## config.mk

```make
export PLATFORM = sky130hd
export DESIGN_NAME = pc_sequencer_flat
export DESIGN_NICKNAME = d
export VERILOG_FILES = /design/src/rtl/pc_sequencer_if.sv /design/src/rtl/pc_sequencer.sv /design/src/flat_wrapper.sv
export SDC_FILE = /design/constraint.sdc
export NUM_CORES = 1
export LEC_CHECK = 0
export ABC_AREA = 0
export CAP_MARGIN = 40
export CORE_ASPECT_RATIO = 1.25
export CORE_UTILIZATION = 50
export DETAILED_ROUTE_END_ITERATION = 7
export PLACE_DENSITY = 0.79
export SLEW_MARGIN = 30
export SYNTH_ARGS = -nofsm -noshare
export SYNTH_HDL_FRONTEND = slang
export SYNTH_SLANG_ARGS = --single-unit
```

## constraint.sdc

```tcl
create_clock -name i_clk -period 3.25 [get_ports i_clk]
set_input_delay 0.325 -clock i_clk [delete_from_list [all_inputs] [get_ports i_clk]]
set_output_delay 0.325 -clock i_clk [all_outputs]
set_load 0.02 [all_outputs]
```

## src/rtl/pc_sequencer_if.sv

```systemverilog
// Command/status bundle between decode/branch resolution and the PC sequencer.
// Sequencer outputs are registered; commands take effect on the next rising clock edge.
interface pc_sequencer_if #(
    parameter int PC_W      = 11,
    parameter int OFF_W     = 11,
    parameter int RAS_PTR_W = 2
);
    logic                 i_enable;
    logic [2:0]           i_op;
    logic [OFF_W-1:0]     i_offset;
    logic [PC_W-1:0]      i_target;
    logic                 i_resume;
    logic [PC_W-1:0]      o_pc;
    logic                 o_halted;
    logic [RAS_PTR_W:0]   o_ras_cnt;
    logic                 o_ras_err;

    modport master (
        output i_enable, i_op, i_offset, i_target, i_resume,
        input  o_pc, o_halted, o_ras_cnt, o_ras_err
    );

    modport slave (
        input  i_enable, i_op, i_offset, i_target, i_resume,
        output o_pc, o_halted, o_ras_cnt, o_ras_err
    );
endinterface

```

## src/rtl/pc_sequencer.sv

```systemverilog
// Fetch-stage PC sequencer: SEQ/BRANCH/JUMP/CALL/RET/HALT with return-address stack.
// Latency: one cycle, command at edge N is visible on o_pc after edge N.
// Backpressure: i_enable=0 stalls PC and RAS; HALTED ignores commands until i_resume.
module pc_sequencer #(
    parameter int              PC_W      = 11,
    parameter int              OFF_W     = 11,
    parameter int              RAS_PTR_W = 2,
    parameter logic [PC_W-1:0] PC_RST    = '0
) (
    input logic          i_clk,
    input logic          i_rst,
    pc_sequencer_if.slave bus
);

    localparam logic [2:0] OP_SEQ    = 3'd0;
    localparam logic [2:0] OP_BRANCH = 3'd1;
    localparam logic [2:0] OP_JUMP   = 3'd2;
    localparam logic [2:0] OP_CALL   = 3'd3;
    localparam logic [2:0] OP_RET    = 3'd4;
    localparam logic [2:0] OP_HALT   = 3'd5;

    localparam int                 RAS_DEPTH = 1 << RAS_PTR_W;
    localparam logic [RAS_PTR_W:0] RAS_FULL  = (RAS_PTR_W+1)'(RAS_DEPTH);

    typedef enum logic {
        S_RUN,
        S_HALTED
    } state_t;

    state_t             state_q;
    logic [PC_W-1:0]    pc_q;
    logic               halted_q;
    logic [RAS_PTR_W:0] ras_cnt_q;
    logic               ras_err_q;
    logic [PC_W-1:0]    ras_q [RAS_DEPTH];

    logic [OFF_W-1:0]     offset_raw;
    logic [PC_W-1:0]      offset_ext;
    logic [PC_W-1:0]      pc_inc;
    logic [PC_W-1:0]      pc_branch;
    logic                 ras_full;
    logic                 ras_empty;
    logic [RAS_PTR_W-1:0] push_idx;
    logic [RAS_PTR_W-1:0] top_idx;
    logic                 do_push;

    // Wrapping arithmetic falls out of the fixed PC_W width.
    assign offset_raw = bus.i_offset;
    assign offset_ext = PC_W'($signed(offset_raw));
    assign pc_inc     = pc_q + 1'b1;
    assign pc_branch  = pc_q + offset_ext;

    assign ras_full  = (ras_cnt_q == RAS_FULL);
    assign ras_empty = (ras_cnt_q == '0);
    assign push_idx  = ras_cnt_q[RAS_PTR_W-1:0];
    assign top_idx   = RAS_PTR_W'(ras_cnt_q - 1'b1);

    assign do_push = !i_rst && (state_q == S_RUN) && bus.i_enable
                     && (bus.i_op == OP_CALL) && !ras_full;

    // Stack storage needs no reset; occupancy alone defines valid entries.
    always_ff @(posedge i_clk) begin
        if (do_push) begin
            ras_q[push_idx] <= pc_inc;
        end
    end

    always_ff @(posedge i_clk) begin
        if (i_rst) begin
            state_q   <= S_RUN;
            pc_q      <= PC_RST;
            halted_q  <= 1'b0;
            ras_cnt_q <= '0;
            ras_err_q <= 1'b0;
        end else begin
            case (state_q)
                S_RUN: begin
                    if (bus.i_enable) begin
                        case (bus.i_op)
                            OP_SEQ:    pc_q <= pc_inc;
                            OP_BRANCH: pc_q <= pc_branch;
                            OP_JUMP:   pc_q <= bus.i_target;
                            OP_CALL: begin
                                pc_q <= bus.i_target;
                                if (ras_full) begin
                                    ras_err_q <= 1'b1;
                                end else begin
                                    ras_cnt_q <= ras_cnt_q + 1'b1;
                                end
                            end
                            OP_RET: begin
                                if (ras_empty) begin
                                    pc_q      <= pc_inc;
                                    ras_err_q <= 1'b1;
                                end else begin
                                    pc_q      <= ras_q[top_idx];
                                    ras_cnt_q <= ras_cnt_q - 1'b1;
                                end
                            end
                            OP_HALT: begin
                                // PC stays on the HALT instruction itself.
                                state_q  <= S_HALTED;
                                halted_q <= 1'b1;
                            end
                            default:   pc_q <= pc_inc;
                        endcase
                    end
                end
                S_HALTED: begin
                    if (bus.i_resume) begin
                        state_q  <= S_RUN;
                        halted_q <= 1'b0;
                        pc_q     <= pc_inc;
                    end
                end
                default: begin
                    state_q  <= S_RUN;
                    halted_q <= 1'b0;
                end
            endcase
        end
    end

    assign bus.o_pc      = pc_q;
    assign bus.o_halted  = halted_q;
    assign bus.o_ras_cnt = ras_cnt_q;
    assign bus.o_ras_err = ras_err_q;

endmodule
```

## src/flat_wrapper.sv

```systemverilog
// flat-port wrapper written by rule: the top's interface ports become plain ports
module pc_sequencer_flat 
#(
    parameter int              PC_W      = 11,
    parameter int              OFF_W     = 11,
    parameter int              RAS_PTR_W = 2,
    parameter logic [PC_W-1:0] PC_RST    = '0
)
  (i_clk, i_rst, bus_i_enable, bus_i_op, bus_i_offset, bus_i_target, bus_i_resume, bus_o_pc, bus_o_halted, bus_o_ras_cnt, bus_o_ras_err);
  pc_sequencer_if #(.PC_W(PC_W), .OFF_W(OFF_W), .RAS_PTR_W(RAS_PTR_W)) bus_i ();
  input logic i_clk;
  input logic i_rst;
  input wire logic [$bits(bus_i.i_enable)-1:0] bus_i_enable;
  input wire logic [$bits(bus_i.i_op)-1:0] bus_i_op;
  input wire logic [$bits(bus_i.i_offset)-1:0] bus_i_offset;
  input wire logic [$bits(bus_i.i_target)-1:0] bus_i_target;
  input wire logic [$bits(bus_i.i_resume)-1:0] bus_i_resume;
  output wire logic [$bits(bus_i.o_pc)-1:0] bus_o_pc;
  output wire logic [$bits(bus_i.o_halted)-1:0] bus_o_halted;
  output wire logic [$bits(bus_i.o_ras_cnt)-1:0] bus_o_ras_cnt;
  output wire logic [$bits(bus_i.o_ras_err)-1:0] bus_o_ras_err;
  assign bus_i.i_enable = bus_i_enable;
  assign bus_i.i_op = bus_i_op;
  assign bus_i.i_offset = bus_i_offset;
  assign bus_i.i_target = bus_i_target;
  assign bus_i.i_resume = bus_i_resume;
  assign bus_o_pc = bus_i.o_pc;
  assign bus_o_halted = bus_i.o_halted;
  assign bus_o_ras_cnt = bus_i.o_ras_cnt;
  assign bus_o_ras_err = bus_i.o_ras_err;
  pc_sequencer #(.PC_W(PC_W), .OFF_W(OFF_W), .RAS_PTR_W(RAS_PTR_W), .PC_RST(PC_RST)) u_core (.i_clk(i_clk), .i_rst(i_rst), .bus(bus_i));
endmodule
```

==> results.sh, run 1 <==
export IMPL_cts_resized_gates=0
export IMPL_period_needed_ns=2.61
export IMPL_switchingPower_uw=497
export IMPL_syn_avg_cell_area_um2=11.4
export IMPL_cp_top_family="compound AO/OA/AOI/OAI gates"
export IMPL_insertion_delay_ns=0.34
export IMPL_slowest_delay_ns=0.46
export IMPL_drtIter0Drc=141
export IMPL_synth_area_um2=3580
export IMPL_yosys_area_top_type="edfxtp_1"
export IMPL_path_cells="clkdlybuf4s50_1, ha_1, fa_1, a211oi_1, o21bai_1, a2111o_1, a2111o_1, nand3_1"
export IMPL_holdPathStages=2
export IMPL_crit_buf_inv=1
export IMPL_worstHoldEndpoint="u_core.bus.o_halted"
export IMPL_hp_start="u_core.bus.o_halted"
export IMPL_synth_seq_cells=61
export IMPL_setup_viol=0
export IMPL_fmax_mhz=383
export IMPL_dieWidth_um=77.7
export IMPL_regToRegSetupSlack_ns=0.70
export IMPL_path_max_fanout=3
export IMPL_relSlewSlack_pct=52.1
export IMPL_rr_worst_depth=8
export IMPL_hold_buffers=0
export IMPL_synth_flop_cell="edfxtp_1"
export IMPL_pwr_share_seq_pct=47.2
export IMPL_grt_util_all_layers_pct=22.7
export IMPL_num_vias=2754
export IMPL_synth_cells=313
export IMPL_ys_top_cells_by_count="44 x edfxtp_1, 23 x nor2_1, 21 x o21ai_0"
export IMPL_status="complete, no violations"
export IMPL_worstSetupPathType="input pin to flop"
export IMPL_yosysSeqAreaShare_pct=46.4
export IMPL_antenna_found_initial=0
export IMPL_die_area_um2=7500
export IMPL_r2r_start="u_core.bus.o_ras_cnt[1]"
export IMPL_design_core_area_um2=6930
export IMPL_numPortBuffers=44
export IMPL_cts_tree="built"
export IMPL_drc=0
export IMPL_async_flop_share_pct=0
export IMPL_synth_fp_nets=360
export IMPL_avgViaCountPerCell=6.07
export IMPL_p_int_uw=1340
export IMPL_p_leak_uw=0.00149
export IMPL_ir_drop_uv=468
export IMPL_place_congestion=0.905
export IMPL_clk_pin_slew_ns=0.07
export IMPL_synth_most_common_cell="edfxtp_1"
export IMPL_finalHoldViolCount=0
export IMPL_dp_hpwl_um=6070
export IMPL_area_growth_pct=19.8
export IMPL_cts_root_buf="clkbuf_8"
export IMPL_clock_sinks=61
export IMPL_antenna_cells=0
export IMPL_rr_endpoint="u_core.bus.o_pc[7]"
export IMPL_slew_viol_final=0
export IMPL_hold_class="flop to flop"
export IMPL_numCtsBuffers=9
export IMPL_post_route_period_util_pct=80.4
export IMPL_synth_distinct_cells=62
export IMPL_htreeDepth=3
export IMPL_total_power_uw=1840
export IMPL_io_pins=45
export IMPL_slowest_stage="a2111o_1"
export IMPL_rsz0062_at_grt="no"
export IMPL_power_frac_comb_pct=16.4
export IMPL_critPathLaunchType="input pin"
export IMPL_skew_ns=0.0163
export IMPL_grt_pass1_vias=2531
export IMPL_wire_per_inst_um=18.3
export IMPL_dieHeight_um=96.6
export IMPL_grt_start_max_net_pins=18
export IMPL_grt_first_pass_wirelength_um=12600
export IMPL_synthTopCellsByArea="edfxtp_1 37%, dfxtp_1 9.5%, mux4_1 7.3%"
export IMPL_worstPathRequired_ns=3.53
export IMPL_synth_top_area_share_pct=36.9
export IMPL_p_sw_share_pct=27.0
export IMPL_maxCapViolations=0
export IMPL_synth_edf_count=44
export IMPL_yosys_warnings=0
export IMPL_row_count=34
export IMPL_fin_nets=406
export IMPL_initial_core_util_pct=51.6
export IMPL_cts_setup_buffers=0
export IMPL_finalWirelength_um=8290
export IMPL_tightest_slew_ns=0.708
export IMPL_clk_path_buf_depth=2
export IMPL_drive_above_1_share_pct=8.79
export IMPL_arrival_ns=2.89
export IMPL_grt_overflow_total=0
export IMPL_tns_ns=0
export IMPL_power_density_nw_per_um2=429
export IMPL_drt_pass1_iter_count=4
export IMPL_crit_top_cell="a2111o_1"
export IMPL_clockPowerShare_pct=36.4
export IMPL_endpoint_kind="flop"
export IMPL_antenna_left=0
-- state kept, by name (all words and copies together), names as in the netlist --
register and count:
u_core.state_q 1, u_core.bus.o_ras_cnt 3, u_core.bus.o_halted 1, u_core.bus.o_pc 11
u_core.ras_q 44, u_core.bus.o_ras_err 1
-- through the flow --
step           area (um^2)  util, %  hold slack (ns)  cells  setup WS (ns)
2_1_floorplan         3580        -            0.507    313          0.649
3_3_place_gp          4090     59.0            0.449    438          0.375
3_5_place_dp          4090     59.0            0.466    438          0.302
4_1_cts               4290     61.8            0.480    454          0.658
5_1_grt               4290     61.8            0.506    454          0.570
6_report              4290     61.8            0.470    454          0.637
-- worst reg2reg max path, delay by kind of cell, from the launching register on --
kind | cells | cell delay, ns
AO/OA/AOI/OAI | 4 | 0.87
adder cells (fa/ha/maj) | 2 | 0.52
buffers and inverters | 1 | 0.11
flip-flops | 1 | 0.41
AND/OR/NAND/NOR | 1 | 0.55
-- how the worst max path moves through the flow --
| stage | startpoint | cells past startpoint | slack [ns] | end |
|---|---|---|---|---|
| 2_1_floorplan | u_core.bus.o_ras_cnt[0] | 10 | 0.65 | u_core.bus.o_pc[8] |
| 3_3_place_gp | bus_i_offset[0] | 8 | 0.38 | u_core.bus.o_pc[8] |
| 3_5_place_dp | bus_i_offset[0] | 8 | 0.30 | u_core.bus.o_pc[8] |
| 4_1_cts | bus_i_offset[0] | 8 | 0.66 | u_core.bus.o_pc[8] |
| 5_1_grt | bus_i_offset[0] | 8 | 0.57 | u_core.bus.o_pc[8] |
| 6_report | bus_i_offset[0] | 8 | 0.64 | u_core.bus.o_pc[8] |
-- cells in the final DEF (no fill, tap or decap), types with 3 or more instances in the layout --
master and instances:
nor3_1 9, nor4_1 3, inv_1 9, nand3_1 6, o21ai_0 21, xor2_1 4, o211ai_1 4, a22oi_1 4
mux4_1 10, clkbuf_8 9, o21bai_1 4, a22o_1 4, a31oi_1 3, clkdlybuf4s50_1 44, xnor2_1 7, edfxtp_1 44
nor2_1 23, clkinvlp_4 3, a21oi_1 20, buf_4 5, ha_1 17, nand4_1 6, dfxtp_1 17, a222oi_1 3
a211oi_1 8, nand2_1 19, and2_1 8, a21o_1 3
-- per-layer routing --
layer | track usage, % | share of wire, %
met2 | 40.0 | 52
met5 | 0 | 0
met4 | 13.7 | 2.8
met3 | 3.00 | 3.5
met1 | 26.7 | 42
-- power by group through the flow --
stage / registers (uW) / clock network (uW) / logic [uW]
3_3_place_gp: 885 / 0 / 290
6_report: 868 / 670 / 302
2_1_floorplan: 895 / 0 / 179
5_1_grt: 871 / 710 / 324
3_5_place_dp: 886 / 0 / 298
4_1_cts: 868 / 684 / 300
-- logic make-up after synthesis --
logic type	count (synthesis)	share of synthesized area [%]
muxes	13	8.53
buffers and inverters	23	3.18
xor gates and xnor gates	11	2.69
DFF	61	46.4
AOI/OAI and AO/OA	92	17.7
and+or+nand+nor	95	15.0
adders and majority gates	18	6.50
-- layout make-up --
type	count	area, um^2
Timing Repair Buffer	49	478
Clock buffer	9	124
Clock inverter	7	75.1
Sequential cell	61	1660
Tap cell	90	113
Multi-Input combinational cell	229	1800
Fill cell	576	2650
Inverter	9	33.8
No activity file was read; power rests on OpenSTA's default activity.
==> run 2, diff against run 1 <==
- clock period: 3.25 -> 2.45 ns (I/O delays scaled with it)
==> run 2 against run 1 <==
Effect of this change:
- setup slack got worse by 0.51 ns
- die area unchanged
- critical path depth did not move
- clock skew about the same
- largest cell class unchanged
- clock power is 52% higher
- non-clock buffer count is 28 higher
- power increased by 42%
- sequential cell count unchanged
- combinational power up 49%
==> results.sh, run 2 (same netlist as run 1, synthesis figures left out) <==
export IMPL_use_met2_pct=41.4
export IMPL_insertion_delay_ns=0.35
export IMPL_num_vias=2878
export IMPL_use_met1_pct=28.8
export IMPL_arrival_ns=2.62
export IMPL_slowest_stage="a2111o_1"
export IMPL_fin_cells=482
export IMPL_die_area_um2=7500
export IMPL_clock_sinks=61
export IMPL_dieWidth_um=77.7
export IMPL_dp_hpwl_um=6140
export IMPL_power_density_nw_per_um2=577
export IMPL_critPathLaunchType="input pin"
export IMPL_p_leak_uw=0.00165
export IMPL_largest_reg_flops=44
export IMPL_clk_pin_slew_ns=0.08
export IMPL_grt_util_all_layers_pct=24.0
export IMPL_slew_viol_final=0
export IMPL_numPortBuffers=44
export IMPL_grt_start_max_net_pins=18
export IMPL_most_common_layout_cells="44 x clkdlybuf4s50_1, 44 x edfxtp_1, 33 x buf_4"
export IMPL_relSlewSlack_pct=63.5
export IMPL_initial_core_util_pct=51.6
export IMPL_ir_drop_uv=501
export IMPL_top_register="u_core.ras_q"
export IMPL_wire_per_inst_um=17.8
export IMPL_crit_top_cell="a2111o_1"
export IMPL_tightest_slew_ns=0.544
export IMPL_regToRegSetupSlack_ns=0.14
export IMPL_numCtsBuffers=9
export IMPL_fillers=518
export IMPL_avgViaCountPerCell=5.97
export IMPL_area_growth_pct=26.6
export IMPL_finalWirelength_um=8570
export IMPL_drc=0
export IMPL_drtIter0Drc=221
export IMPL_fin_nets=434
export IMPL_postLayoutCellArea_um2=4530
export IMPL_dp_cells=463
export IMPL_place_congestion=0.878
export IMPL_antenna_cells=0
export IMPL_cp_top_family="compound AO/OA/AOI/OAI gates"
export IMPL_tns_ns=0
export IMPL_clk_path_buf_depth=2
export IMPL_io_pins=45
export IMPL_post_route_period_util_pct=95.0
export IMPL_htreeDepth=3
export IMPL_fmax_mhz=430
export IMPL_cts_tree="built"
export IMPL_slowest_delay_ns=0.44
export IMPL_maxCapViolations=0
export IMPL_period_needed_ns=2.33
export IMPL_grt_overflow_total=0
export IMPL_finalHoldViolCount=0
export IMPL_setup_viol=0
export IMPL_dpl_cell_area_um2=4280
export IMPL_skew_ns=0.0159
export IMPL_design_core_area_um2=6930
export IMPL_drive_above_1_share_pct=15.8
export IMPL_use_met3_pct=4.13
export IMPL_total_power_uw=2610
export IMPL_hold_class="flop to flop"
export IMPL_top_usage_layer="met2"
export IMPL_endpoint_kind="flop"
export IMPL_drt_pass1_iter_count=5
export IMPL_cts_root_buf="clkbuf_8"
export IMPL_path_cells="clkdlybuf4s50_1, ha_1, fa_1, a211oi_2, o21bai_1, a2111o_1, a2111o_1, nand3_1"
export IMPL_row_count=34
export IMPL_grt_pass1_vias=2748
export IMPL_antenna_left=0
export IMPL_worstPathRequired_ns=2.74
export IMPL_path_max_fanout=2
export IMPL_rsz0062_at_grt="no"
export IMPL_antenna_found_initial=0
export IMPL_hold_buffers=0
export IMPL_grt_first_pass_wirelength_um=13300
export IMPL_worstSetupPathType="input pin to flop"
export IMPL_dieHeight_um=96.6
export IMPL_crit_buf_inv=1
export IMPL_status="complete, no violations"
[run 2: routing by layer]
| metal | vias to the layer above | share of wire [%] |
|---|---|---|
| li1 | 1387 | - |
| met1 | 1399 | 43 |
| met2 | 77 | 50 |
| met3 | 15 | 4.2 |
| met4 | 0 | 2.6 |
| met5 | - | 0 |
[run 2: tightest hold or removal path, stage by stage (launching register included)]
cell and delay, ns:
dfxtp_1 0.32, nand2_1 0.05, a21oi_1 0.06
[run 2: cell type report]
| class | instances | area (um^2) | area share (%) |
|---|---|---|---|
| tap | 90 | 113 | 2.49 |
| timing repair buffer | 77 | 688 | 15.2 |
| multi-input combinational | 229 | 1810 | 39.9 |
| sequential | 61 | 1670 | 36.8 |
| clock buffer | 9 | 124 | 2.73 |
| clock inverter | 7 | 97.6 | 2.15 |
| inverter | 9 | 33.8 | 0.746 |
[run 2: timing repair]
| action | CTS | global route |
|---|---|---|
| setup buffers | 0 | 3 |
| endpoints found under the setup margin | 0 | 3 |
| resized for setup | 0 | 1 |
[run 2: power breakdown]
group | internal (uW) | total, uW | switching (uW)
logic | 214 | 451 | 237
clock network | 577 | 1020 | 441
registers | 1130 | 1140 | 16.1
[run 2: path summary, 6_finish.rpt]
check | to | depth (start not counted) | start
hold reg to reg | u_core.bus.o_halted | 2 | u_core.bus.o_halted
hold / removal | u_core.bus.o_halted | 2 | u_core.bus.o_halted
setup reg to reg | u_core.bus.o_pc[8] | 7 | u_core.bus.o_pc[0]
setup / recovery | u_core.bus.o_pc[8] | 8 | bus_i_offset[0]
[run 2: through the flow]
| stage | hold WS [ns] | utilization, % | worst slack, ns |
|---|---|---|---|
| 2_1_floorplan | 0.427 | - | 0.0255 |
| 3_3_place_gp | 0.454 | 61.7 | -0.261 |
| 3_5_place_dp | 0.455 | 61.7 | -0.271 |
| 4_1_cts | 0.475 | 64.9 | 0.0722 |
| 5_1_grt | 0.506 | 65.3 | 0.0295 |
| 6_report | 0.476 | 65.3 | 0.123 |
